$ cat config.mk
export PLATFORM = sky130hd
export DESIGN_NAME = uart_tx_fifo_flat
export DESIGN_NICKNAME = d
export VERILOG_FILES = /design/src/rtl/uart_tx_fifo_if.sv /design/src/rtl/uart_tx_fifo.sv /design/src/flat_wrapper.sv
export SDC_FILE = /design/constraint.sdc
export NUM_CORES = 1
export LEC_CHECK = 0
export CAP_MARGIN = 5
export CORE_MARGIN = 2
export CORE_UTILIZATION = 50
export CTS_CLUSTER_SIZE = 20
export DETAILED_ROUTE_END_ITERATION = 6
export PLACE_DENSITY = 0.77
export SLEW_MARGIN = 40
export SYNTH_ARGS = -nofsm -noshare
export SYNTH_HDL_FRONTEND = slang
export SYNTH_SLANG_ARGS = --single-unit
$ cat constraint.sdc
create_clock -name clk_9600hz -period 3.3 [get_ports clk_9600hz]
set_clock_uncertainty 0.05 [all_clocks]
set_input_delay 0.66 -clock clk_9600hz [delete_from_list [all_inputs] [get_ports clk_9600hz]]
set_output_delay 0.66 -clock clk_9600hz [all_outputs]
set_load 0.005 [all_outputs]
$ cat src/rtl/uart_tx_fifo_if.sv
// Byte-write and serial-line status signals between the sensor controller and uart_tx_fifo.
interface uart_tx_fifo_if;
  logic       start;
  logic [0:7] data_in;
  logic       tx;
  logic       busy;
  logic       full;
  logic       overflow;

  modport master (output start, data_in, input tx, busy, full, overflow);
  modport slave  (input start, data_in, output tx, busy, full, overflow);
endinterface

$ cat src/rtl/uart_tx_fifo.sv
// 4-deep FIFO feeding an 8N1 UART; start bit reaches tx two cycles after the write edge, frames back-to-back.
// No backpressure: writes to a full FIFO are dropped and set sticky overflow. UART_TX_PARITY_EN adds even parity.
module uart_tx_fifo (
  input  logic          clk_9600hz,
  input  logic          reset,
  uart_tx_fifo_if.slave bus
);

`ifdef UART_TX_PARITY_EN
  typedef enum logic [2:0] {IDLE, START_BIT, DATA, PARITY, STOP_BIT} state_t;
`else
  typedef enum logic [1:0] {IDLE, START_BIT, DATA, STOP_BIT} state_t;
`endif

  state_t     state, state_nxt;
  logic       start_q;
  logic [0:7] mem [4];
  logic [1:0] wr_ptr, rd_ptr;
  logic [2:0] count;
  logic       overflow_q;
  logic [0:7] shreg;
  logic [2:0] bit_idx, idx_nxt;
  logic       tx_q, tx_nxt;
  logic       pop;
  logic       wr, full, wr_ok, wr_drop;

  assign wr      = bus.start & ~start_q;
  assign full    = (count == 3'd4);
  // A pop in the same cycle frees the slot, so a write to a full FIFO still lands.
  assign wr_ok   = wr & (~full | pop);
  assign wr_drop = wr & full & ~pop;

  always_ff @(posedge clk_9600hz) begin
    if (reset) begin
      state <= IDLE;
    end else begin
      state <= state_nxt;
    end
  end

  always_comb begin
    state_nxt = state;
    pop       = 1'b0;
    tx_nxt    = 1'b1;
    idx_nxt   = bit_idx;
    case (state)
      IDLE: begin
        if (count != 3'd0) begin
          pop       = 1'b1;
          state_nxt = START_BIT;
        end
      end
      START_BIT: begin
        tx_nxt    = 1'b0;
        idx_nxt   = 3'd0;
        state_nxt = DATA;
      end
      DATA: begin
        tx_nxt  = shreg[3'd7 - bit_idx];
        idx_nxt = bit_idx + 3'd1;
        if (bit_idx == 3'd7) begin
`ifdef UART_TX_PARITY_EN
          state_nxt = PARITY;
`else
          state_nxt = STOP_BIT;
`endif
        end
      end
`ifdef UART_TX_PARITY_EN
      PARITY: begin
        tx_nxt    = ^shreg;
        state_nxt = STOP_BIT;
      end
`endif
      STOP_BIT: begin
        if (count != 3'd0) begin
          pop       = 1'b1;
          state_nxt = START_BIT;
        end else begin
          state_nxt = IDLE;
        end
      end
      default: state_nxt = IDLE;
    endcase
  end

  always_ff @(posedge clk_9600hz) begin
    if (reset) begin
      start_q    <= 1'b1;
      wr_ptr     <= 2'd0;
      rd_ptr     <= 2'd0;
      count      <= 3'd0;
      overflow_q <= 1'b0;
      shreg      <= 8'd0;
      bit_idx    <= 3'd0;
      tx_q       <= 1'b1;
    end else begin
      start_q <= bus.start;
      bit_idx <= idx_nxt;
      tx_q    <= tx_nxt;
      if (wr_ok) begin
        mem[wr_ptr] <= bus.data_in;
        wr_ptr      <= wr_ptr + 2'd1;
      end
      if (pop) begin
        shreg  <= mem[rd_ptr];
        rd_ptr <= rd_ptr + 2'd1;
      end
      if (wr_drop) begin
        overflow_q <= 1'b1;
      end
      case ({wr_ok, pop})
        2'b10:   count <= count + 3'd1;
        2'b01:   count <= count - 3'd1;
        default: count <= count;
      endcase
    end
  end

  assign bus.tx       = tx_q;
  assign bus.busy     = (state != IDLE) || (count != 3'd0);
  assign bus.full     = full;
  assign bus.overflow = overflow_q;

endmodule

$ cat src/flat_wrapper.sv
// flat-port wrapper written by rule: the top's interface ports become plain ports
module uart_tx_fifo_flat 
  (clk_9600hz, reset, bus_start, bus_data_in, bus_tx, bus_busy, bus_full, bus_overflow);
  uart_tx_fifo_if bus_i ();
  input  logic clk_9600hz;
  input  logic reset;
  input wire logic [$bits(bus_i.start)-1:0] bus_start;
  input wire logic [$bits(bus_i.data_in)-1:0] bus_data_in;
  output wire logic [$bits(bus_i.tx)-1:0] bus_tx;
  output wire logic [$bits(bus_i.busy)-1:0] bus_busy;
  output wire logic [$bits(bus_i.full)-1:0] bus_full;
  output wire logic [$bits(bus_i.overflow)-1:0] bus_overflow;
  assign bus_i.start = bus_start;
  assign bus_i.data_in = bus_data_in;
  assign bus_tx = bus_i.tx;
  assign bus_busy = bus_i.busy;
  assign bus_full = bus_i.full;
  assign bus_overflow = bus_i.overflow;
  uart_tx_fifo u_core (.clk_9600hz(clk_9600hz), .reset(reset), .bus(bus_i));
endmodule
==> impl_results.rst, run 1 <==
.. list-table::
   :header-rows: 1

   * - Metric
     - Value
   * - Worst Path Required
     - 3.49 ns
   * - Max Transition Viols Final
     - 0
   * - TritonCTS sink count
     - 55
   * - Area added between synthesis and finish
     - 10.8%
   * - Lkg Pwr
     - 0.877 nW
   * - I/O pin count
     - 15
   * - Setup repair bufs after CTS
     - 0
   * - Transition time at the pin with the least slew margin
     - 0.687 ns
   * - Crit path time final
     - 2.97 ns
   * - Clk Latency, worst-skew pair
     - 0.31 ns
   * - Final setup viols
     - 0
   * - Final-report hold violation count
     - 0
   * - First-pass GRT wire length
     - about 6.7 mm
   * - Internal power contribution
     - around 1.3 mW
   * - Total CTS buffers
     - 5
   * - Arrival @ worst endpoint
     - about 3.2 ns
   * - CTS Root Cell
     - sky130_fd_sc_hd__clkbuf_8
   * - Number of antenna violations at the first check in global routing
     - 0
   * - EDFF count, synth
     - 32
   * - CTS tree
     - built
   * - Main synth FF type
     - sky130_fd_sc_hd__edfxtp_1
   * - Layout cell share with drive strength beyond 1
     - 0.122
   * - Sequential cell area fraction in the yosys report
     - 0.594
   * - NetSw
     - 0.685 mW
   * - Clock transition time at the flip-flop clock pins of the worst setup and hold paths
     - 0.09 ns
   * - Outcome
     - finished clean
   * - Cell Area, Placed
     - about 0.0026 mm^2
   * - Floorplan die area
     - 0.00536 mm^2
   * - Post-route total power
     - 1.94 mW
   * - Unrepaired setup endpoints after global routing
     - false
   * - Maximum vdd ir drop
     - 324 uV
   * - Deepest clock path buffer count
     - 2
   * - GRT Total Usage
     - 0.169
   * - DRT iter0 DRCs
     - between 100 and 150
   * - Y dimension of the die
     - 73.2 um
   * - Half-perimeter wire length of the detailed placement result
     - approximately 2.7 mm
   * - # DRC
     - 0
   * - Via count
     - 1434
   * - Final core area utilization
     - 0.569
   * - Routed via count divided by cell count
     - 5.71
   * - Resize count post-CTS
     - 0
   * - Power density cells
     - 732 mW/mm^2
   * - Setup Total Neg Slack
     - 0 ns
   * - Number of H-tree levels
     - 2
   * - Hold bufs inserted after CTS
     - 0
   * - Global route total overflow
     - 0
   * - Detail Route Antenna Nets
     - 0
   * - Maximum number of pins on one net before global-route repair
     - 24
   * - Post-Syn Area per Cell
     - 13.0 um^2
   * - Number of global-route vias before repair
     - 1399
   * - Clock share of power
     - 0.185
   * - Placeable core area
     - 0.00466 mm^2
   * - RePlAce Congestion
     - approximately 0.72
   * - Post-Synthesis Net Count
     - between 200 and 250
   * - Number of antenna repair diodes
     - 0
   * - Number of maximum-capacitance violations
     - 0
   * - Maximum achievable frequency
     - ~340 MHz
   * - Layout Nets
     - 220
   * - Count of unique library cells instantiated by Yosys
     - 37
   * - Portion of total power attributed to combinational logic
     - 0.349
   * - Row Count
     - 25
   * - Category of the most critical setup path
     - reg -> reg
   * - Share of synthesized flip-flops with an asynchronous set or reset
     - 0
   * - Number of instances in the synthesized netlist
     - 184
   * - Number of optimization iterations in the first detailed-route pass
     - 4
   * - Kind of capture point of the worst setup path
     - flop
   * - Final standard cell area without fillers
     - 0.00265 mm^2
   * - Type of origin of the critical path
     - flop
   * - Sum of routed wire length over all layers
     - 3.94 mm
   * - Worst hold path class
     - reg -> reg
   * - Post-Place Setup Slack
     - 0.376 ns
   * - Flip-flop and latch count after synthesis
     - between 50 and 60
   * - Number of input and output port buffers inserted
     - 14
   * - Least setup slack across all paths after layout
     - ~0.33 ns
   * - Max_slew headroom
     - 0.539
   * - Flop pwr share
     - 0.466
   * - Horizontal extent of the die
     - approximately 73 um
   * - Average wire per cell in the routed design
     - about 16 um
   * - Switching share of power
     - 0.353
   * - Cell Area, Synth
     - about 0.0024 mm^2
   * - Biggest fanout along the worst timing path
     - 4
   * - Post-route fraction of the period consumed by the critical path
     - 0.901
   * - Starting density of the core
     - 0.514
   * - Ys Warns
     - 0
## sequential cells by signal, indices dropped and copies added (netlist names)
register             count
u_core.bit_idx           3
u_core.bus.overflow      1
u_core.bus.tx            1
u_core.count             3
u_core.mem              32
u_core.rd_ptr            2
u_core.shreg             8
u_core.start_q           1
u_core.state             2
u_core.wr_ptr            2
## layout make-up
type | count | area [um^2]
timing repair buffer | 16 | 155
fill | 371 | 2010
sequential | 55 | 1420
multi-input combinational | 109 | 888
tap | 54 | 67.6
clock buffer | 6 | 72.6
inverter | 9 | 33.8
clock inverter | 2 | 12.5
## layout by cell type (no fill, tap or decap), types with 2 or more instances in the layout
| cell type | count |
|---|---|
| sky130_fd_sc_hd__edfxtp_1 | 32 |
| sky130_fd_sc_hd__dfxtp_1 | 23 |
| sky130_fd_sc_hd__a21oi_1 | 17 |
| sky130_fd_sc_hd__nand3_1 | 15 |
| sky130_fd_sc_hd__clkdlybuf4s50_1 | 14 |
| sky130_fd_sc_hd__o21ai_0 | 12 |
| sky130_fd_sc_hd__ha_1 | 12 |
| sky130_fd_sc_hd__inv_1 | 9 |
| sky130_fd_sc_hd__mux4_2 | 9 |
| sky130_fd_sc_hd__nor2_1 | 7 |
| sky130_fd_sc_hd__clkbuf_8 | 5 |
| sky130_fd_sc_hd__and2_1 | 4 |
| sky130_fd_sc_hd__nand2_1 | 3 |
| sky130_fd_sc_hd__nor2b_1 | 2 |
| sky130_fd_sc_hd__nand2b_1 | 2 |
| sky130_fd_sc_hd__or3_1 | 2 |
| sky130_fd_sc_hd__xor2_1 | 2 |
| sky130_fd_sc_hd__mux2i_1 | 2 |
| sky130_fd_sc_hd__a31oi_1 | 2 |
| sky130_fd_sc_hd__or2_2 | 2 |
| sky130_fd_sc_hd__buf_4 | 2 |
## cell families after synthesis
family                     Yosys count  synth area share
buffers and inverters               20            0.0371
xor gates and xnor gates             2           0.00732
muxes                               11            0.0930
AOI/OAI and AO/OA                   38            0.0904
and+or+nand+nor                     45             0.107
DFF                                 55             0.594
adders and majority gates           13            0.0711
## synthesized netlist by cell type (all sizes together), types with 2 or more instances
library cell  count  area [um^2]
edfxtp           32          961
dfxtp            23          460
a21oi            18         93.8
nand3            15         75.1
ha               12          150
o21ai            12         60.1
inv               9         33.8
mux4              9          203
clkbuf            7         26.3
nor2              7         26.3
and2              4         25.0
buf               4         28.8
nand2             3         11.3
a31oi             2         12.5
mux2i             2         20.0
nand2b            2         12.5
nor2b             2         12.5
nor3              2         10.0
or2               2         12.5
or3               2         12.5
xor2              2         17.5
## worst max-delay path, stage by stage (launching register included)
cell	delay, ns
sky130_fd_sc_hd__dfxtp_1	0.40
sky130_fd_sc_hd__inv_1	0.12
sky130_fd_sc_hd__ha_1	0.31
sky130_fd_sc_hd__or4bb_2	0.65
sky130_fd_sc_hd__nand2_1	0.10
sky130_fd_sc_hd__ha_1	0.18
sky130_fd_sc_hd__inv_1	0.07
sky130_fd_sc_hd__fa_1	0.42
sky130_fd_sc_hd__xor2_1	0.16
sky130_fd_sc_hd__or3_1	0.31
sky130_fd_sc_hd__a21oi_1	0.14
## through the flow
| step | cells | hold WS (ns) |
|---|---|---|
| final | 251 | 0.428 |
| after global routing | 251 | 0.456 |
| after CTS | 251 | 0.429 |
| after detailed placement | 243 | 0.416 |
| after global placement | 243 | 0.403 |
| after floorplan | 184 | 0.401 |
## power groups by stage
stage | sequential, mW | clock [mW] | combinational, mW
CTS | 0.903 | 0.368 | 0.679
detailed placement | 0.919 | 0 | 0.672
finish | 0.904 | 0.359 | 0.677
global route | 0.917 | 0.389 | 0.771
floorplan | 0.868 | 0 | 0.552
global placement | 0.908 | 0 | 0.655
## per-layer routing
layer | vias to the layer above | track usage | routed length, um
li1 | 704 | - | -
met4 | 0 | 0.0885 | 78
met1 | 700 | 0.213 | 1860
met3 | 8 | 0.0428 | 118
met5 | - | 0 | 0
met2 | 22 | 0.269 | 1880
## worst paths after layout
path                         from              end  slack, ns  cells after the start
setup reg to reg  u_core.state[0]  u_core.count[2]       0.33                     10
hold reg to reg   u_core.shreg[5]  u_core.shreg[5]       0.43                      2
setup / recovery  u_core.state[0]  u_core.count[2]       0.33                     10
hold / removal    u_core.shreg[5]  u_core.shreg[5]       0.43                      2
Note: power is estimated with default switching activity, not from simulation.
==> run 2: changes to the inputs <==
- ABC_CLOCK_PERIOD_IN_PS: default -> 3300
- SKIP_LAST_GASP: default -> 1
==> results of run 2 <==
No change in the layout: final DEF, timing and power equal those of run 1.
==> run 3: changes to the inputs <==
- CORE_UTILIZATION: 50 -> 58
- PLACE_DENSITY: 0.77 -> 0.86
==> run 3 against run 2 <==
Net effect:
- sequential cell count unchanged
- sequential power fell by 0.6%
- non-clock buffer count is 1 higher
- critical path type unchanged
- largest power group unchanged
==> impl_results.rst, run 3 (synthesized netlist as in run 1, its figures left out) <==
.. list-table::
   :header-rows: 1

   * - Metric
     - Value
   * - Outcome
     - finished clean
   * - Max_slew headroom
     - 0.612 (+0.0727)
   * - Crit path time final
     - 3.01 ns (+0.0365 ns)
   * - Power density cells
     - 743 mW/mm^2 (+1.5%)
   * - Category of the most critical setup path
     - reg -> reg
   * - Setup Total Neg Slack
     - 0 ns (unchanged)
   * - Final standard cell area without fillers
     - 0.00265 mm^2 (about the same)
   * - Layout cell share with drive strength beyond 1
     - 0.126 (+0.00444)
   * - Registers with the highest flip-flop counts
     - u_core.mem x32, u_core.shreg x8
   * - Detail Route Antenna Nets
     - 0 (unchanged)
   * - Final-report hold violation count
     - 0 (unchanged)
   * - Floorplan die area
     - 0.00466 mm^2 (-13%)
   * - Sum of routed wire length over all layers
     - 4.19 mm (+6.5%)
   * - Y dimension of the die
     - 68.2 um (-6.8%)
   * - Number of input and output port buffers inserted
     - 14 (unchanged)
   * - Slowest-stage cell, CP
     - sky130_fd_sc_hd__or4bb_2
   * - Critical Path, Cell by Cell
     - inv_1 -> ha_1 -> or4bb_2 -> nand2_1 -> ha_1 -> inv_1 -> fa_1 -> xor2_1 -> or3_1 -> a21oi_1
   * - Type of origin of the critical path
     - flop
   * - Half-perimeter wire length of the detailed placement result
     - 2.90 mm (+9.2%)
   * - Via count
     - 1491 (+4.0%)
   * - I/O pin count
     - 15 (unchanged)
   * - Final setup viols
     - 0 (unchanged)
   * - Worst hold path class
     - reg -> reg
   * - Layout fillers
     - 290 (-22%)
   * - Clk Latency, worst-skew pair
     - 0.30 ns (about the same)
   * - Cell Count, Final, Fillers Out
     - 248 (-1.2%)
   * - Setup repair bufs after CTS
     - 0 (unchanged)
   * - Total CTS buffers
     - 5 (unchanged)
   * - GRT Total Usage
     - 0.203 (+0.0341)
   * - Least setup slack across all paths after layout
     - 0.291 ns (-0.0365 ns)
   * - Cell Area, Placed
     - 0.00256 mm^2 (about the same)
   * - First-pass GRT wire length
     - 6.87 mm (+3.1%)
   * - Placeable core area
     - 0.00400 mm^2 (-14%)
   * - Worst stage delay on the critical path
     - 0.65 ns (about the same)
   * - Horizontal extent of the die
     - 68.2 um (-6.8%)
   * - Worst Path Required
     - 3.49 ns (about the same)
   * - Largest register by flop count
     - u_core.mem
   * - Number of antenna violations at the first check in global routing
     - 0 (unchanged)
   * - Maximum number of pins on one net before global-route repair
     - 24 (unchanged)
   * - CTS tree
     - built
   * - Layout Nets
     - 221 (+0.45%)
   * - Number of global-route vias before repair
     - 1471 (+5.1%)
   * - Lkg Pwr
     - 0.879 nW (+0.25%)
   * - RePlAce Congestion
     - 0.764 (+5.7%)
   * - Transition time at the pin with the least slew margin
     - 0.581 ns (-0.106 ns)
   * - Max Transition Viols Final
     - 0 (unchanged)
   * - CTS Root Cell
     - sky130_fd_sc_hd__clkbuf_8
   * - Row Count
     - 23 (-8.0%)
   * - Maximum achievable frequency
     - 332 MHz (-1.2%)
   * - Hold bufs inserted after CTS
     - 0 (unchanged)
   * - Unrepaired setup endpoints after global routing
     - false
   * - Biggest fanout along the worst timing path
     - 4 (unchanged)
   * - Maximum vdd ir drop
     - 428 uV (+32%)
   * - Number of optimization iterations in the first detailed-route pass
     - 4 (unchanged)
   * - Number of antenna repair diodes
     - 0 (unchanged)
   * - Number of flip-flops under the largest register name
     - 32 (unchanged)
   * - # DRC
     - 0 (unchanged)
   * - Most common library cell in the layout ignoring fill and taps
     - sky130_fd_sc_hd__edfxtp_1
   * - Most frequent cells in the layout
     - sky130_fd_sc_hd__edfxtp_1, sky130_fd_sc_hd__dfxtp_1, sky130_fd_sc_hd__a21oi_1, sky130_fd_sc_hd__nand3_1, sky130_fd_sc_hd__clkdlybuf4s50_1
   * - Global route total overflow
     - 0 (unchanged)
   * - Kind of capture point of the worst setup path
     - flop
   * - DRT iter0 DRCs
     - 105 (-11%)
   * - Post-route fraction of the period consumed by the critical path
     - 0.912 (+0.0111)
   * - WP buf/inv
     - 2 (unchanged)
   * - CP delay by family, top
     - simple AND/OR/NAND/NOR gates
   * - Deepest clock path buffer count
     - 2 (unchanged)
   * - Area added between synthesis and finish
     - 10.8% (about the same)
   * - Resize count post-CTS
     - 0 (unchanged)
   * - TritonCTS sink count
     - 55 (unchanged)
   * - Post-Place Setup Slack
     - 0.346 ns (-0.0300 ns)
   * - Routed via count divided by cell count
     - 6.01 (+5.2%)
   * - Starting density of the core
     - 0.598 (+0.0848)
   * - Clock transition time at the flip-flop clock pins of the worst setup and hold paths
     - 0.10 ns (about the same)
   * - Cell count after placement
     - 240 (-1.2%)
   * - Average wire per cell in the routed design
     - 16.9 um (+7.8%)
   * - Arrival @ worst endpoint
     - 3.20 ns (+0.03 ns)
   * - Number of H-tree levels
     - 2 (unchanged)
   * - Number of maximum-capacitance violations
     - 0 (unchanged)
-- run 3: cell types whose count changed in the layout (fill, tap and decap cells not counted), sizes merged --
| cell | before | now |
|---|---|---|
| buf | 2 | 3 |
| clkinvlp | 1 | 2 |
| clkbuf | 6 | 5 |
-- run 3: layout make-up --
| cell class | instances | area (um^2) | share of cell area |
|---|---|---|---|
| clock inverter | 3 | 20.0 | 0.00755 |
| clock buffer | 5 | 68.8 | 0.0259 |
| tap | 50 | 62.6 | 0.0236 |
| timing repair buffer | 17 | 163 | 0.0613 |
| multi-input combinational | 109 | 883 | 0.333 |
| inverter | 9 | 33.8 | 0.0127 |
| sequential | 55 | 1420 | 0.536 |
-- run 3: final timing paths --
| kind | to | slack (ns) | from | cells after the start |
|---|---|---|---|---|
| min | u_core.shreg[0] | 0.45 | u_core.shreg[0] | 2 |
| max | u_core.count[2] | 0.29 | u_core.state[1] | 10 |
| max reg2reg | u_core.count[2] | 0.29 | u_core.state[1] | 10 |
| min reg2reg | u_core.shreg[0] | 0.45 | u_core.shreg[0] | 2 |
-- run 3: worst min-delay path: cells and delay by family (launching register included) --
family / cells / cell delay [ns]
flip-flops: 1 / 0.32
AO/OA/AOI/OAI: 2 / 0.13
-- run 3: metrics by stage --
| step | hold WS [ns] | utilization | power, mW |
|---|---|---|---|
| 2_1_floorplan | 0.401 | - | 1.42 |
| 3_3_place_gp | 0.406 | 0.641 | 1.55 |
| 3_5_place_dp | 0.426 | 0.641 | 1.62 |
| 4_1_cts | 0.444 | 0.663 | 1.97 |
| 5_1_grt | 0.480 | 0.663 | 2.10 |
| 6_report | 0.446 | 0.663 | 1.97 |
-- run 3: power by group --
group	switching (mW)	internal (mW)
clock network	0.208	0.148
logic	0.403	0.312
registers	0.0883	0.811
-- run 3: routing by layer --
layer | track usage | wire, um | part of all wire
met1 | 0.249 | 1800 | 0.43
met2 | 0.362 | 2200 | 0.52
met3 | 0.0296 | 153 | 0.036
met4 | 0.0800 | 42 | 0.010
met5 | 0 | 0 | 0
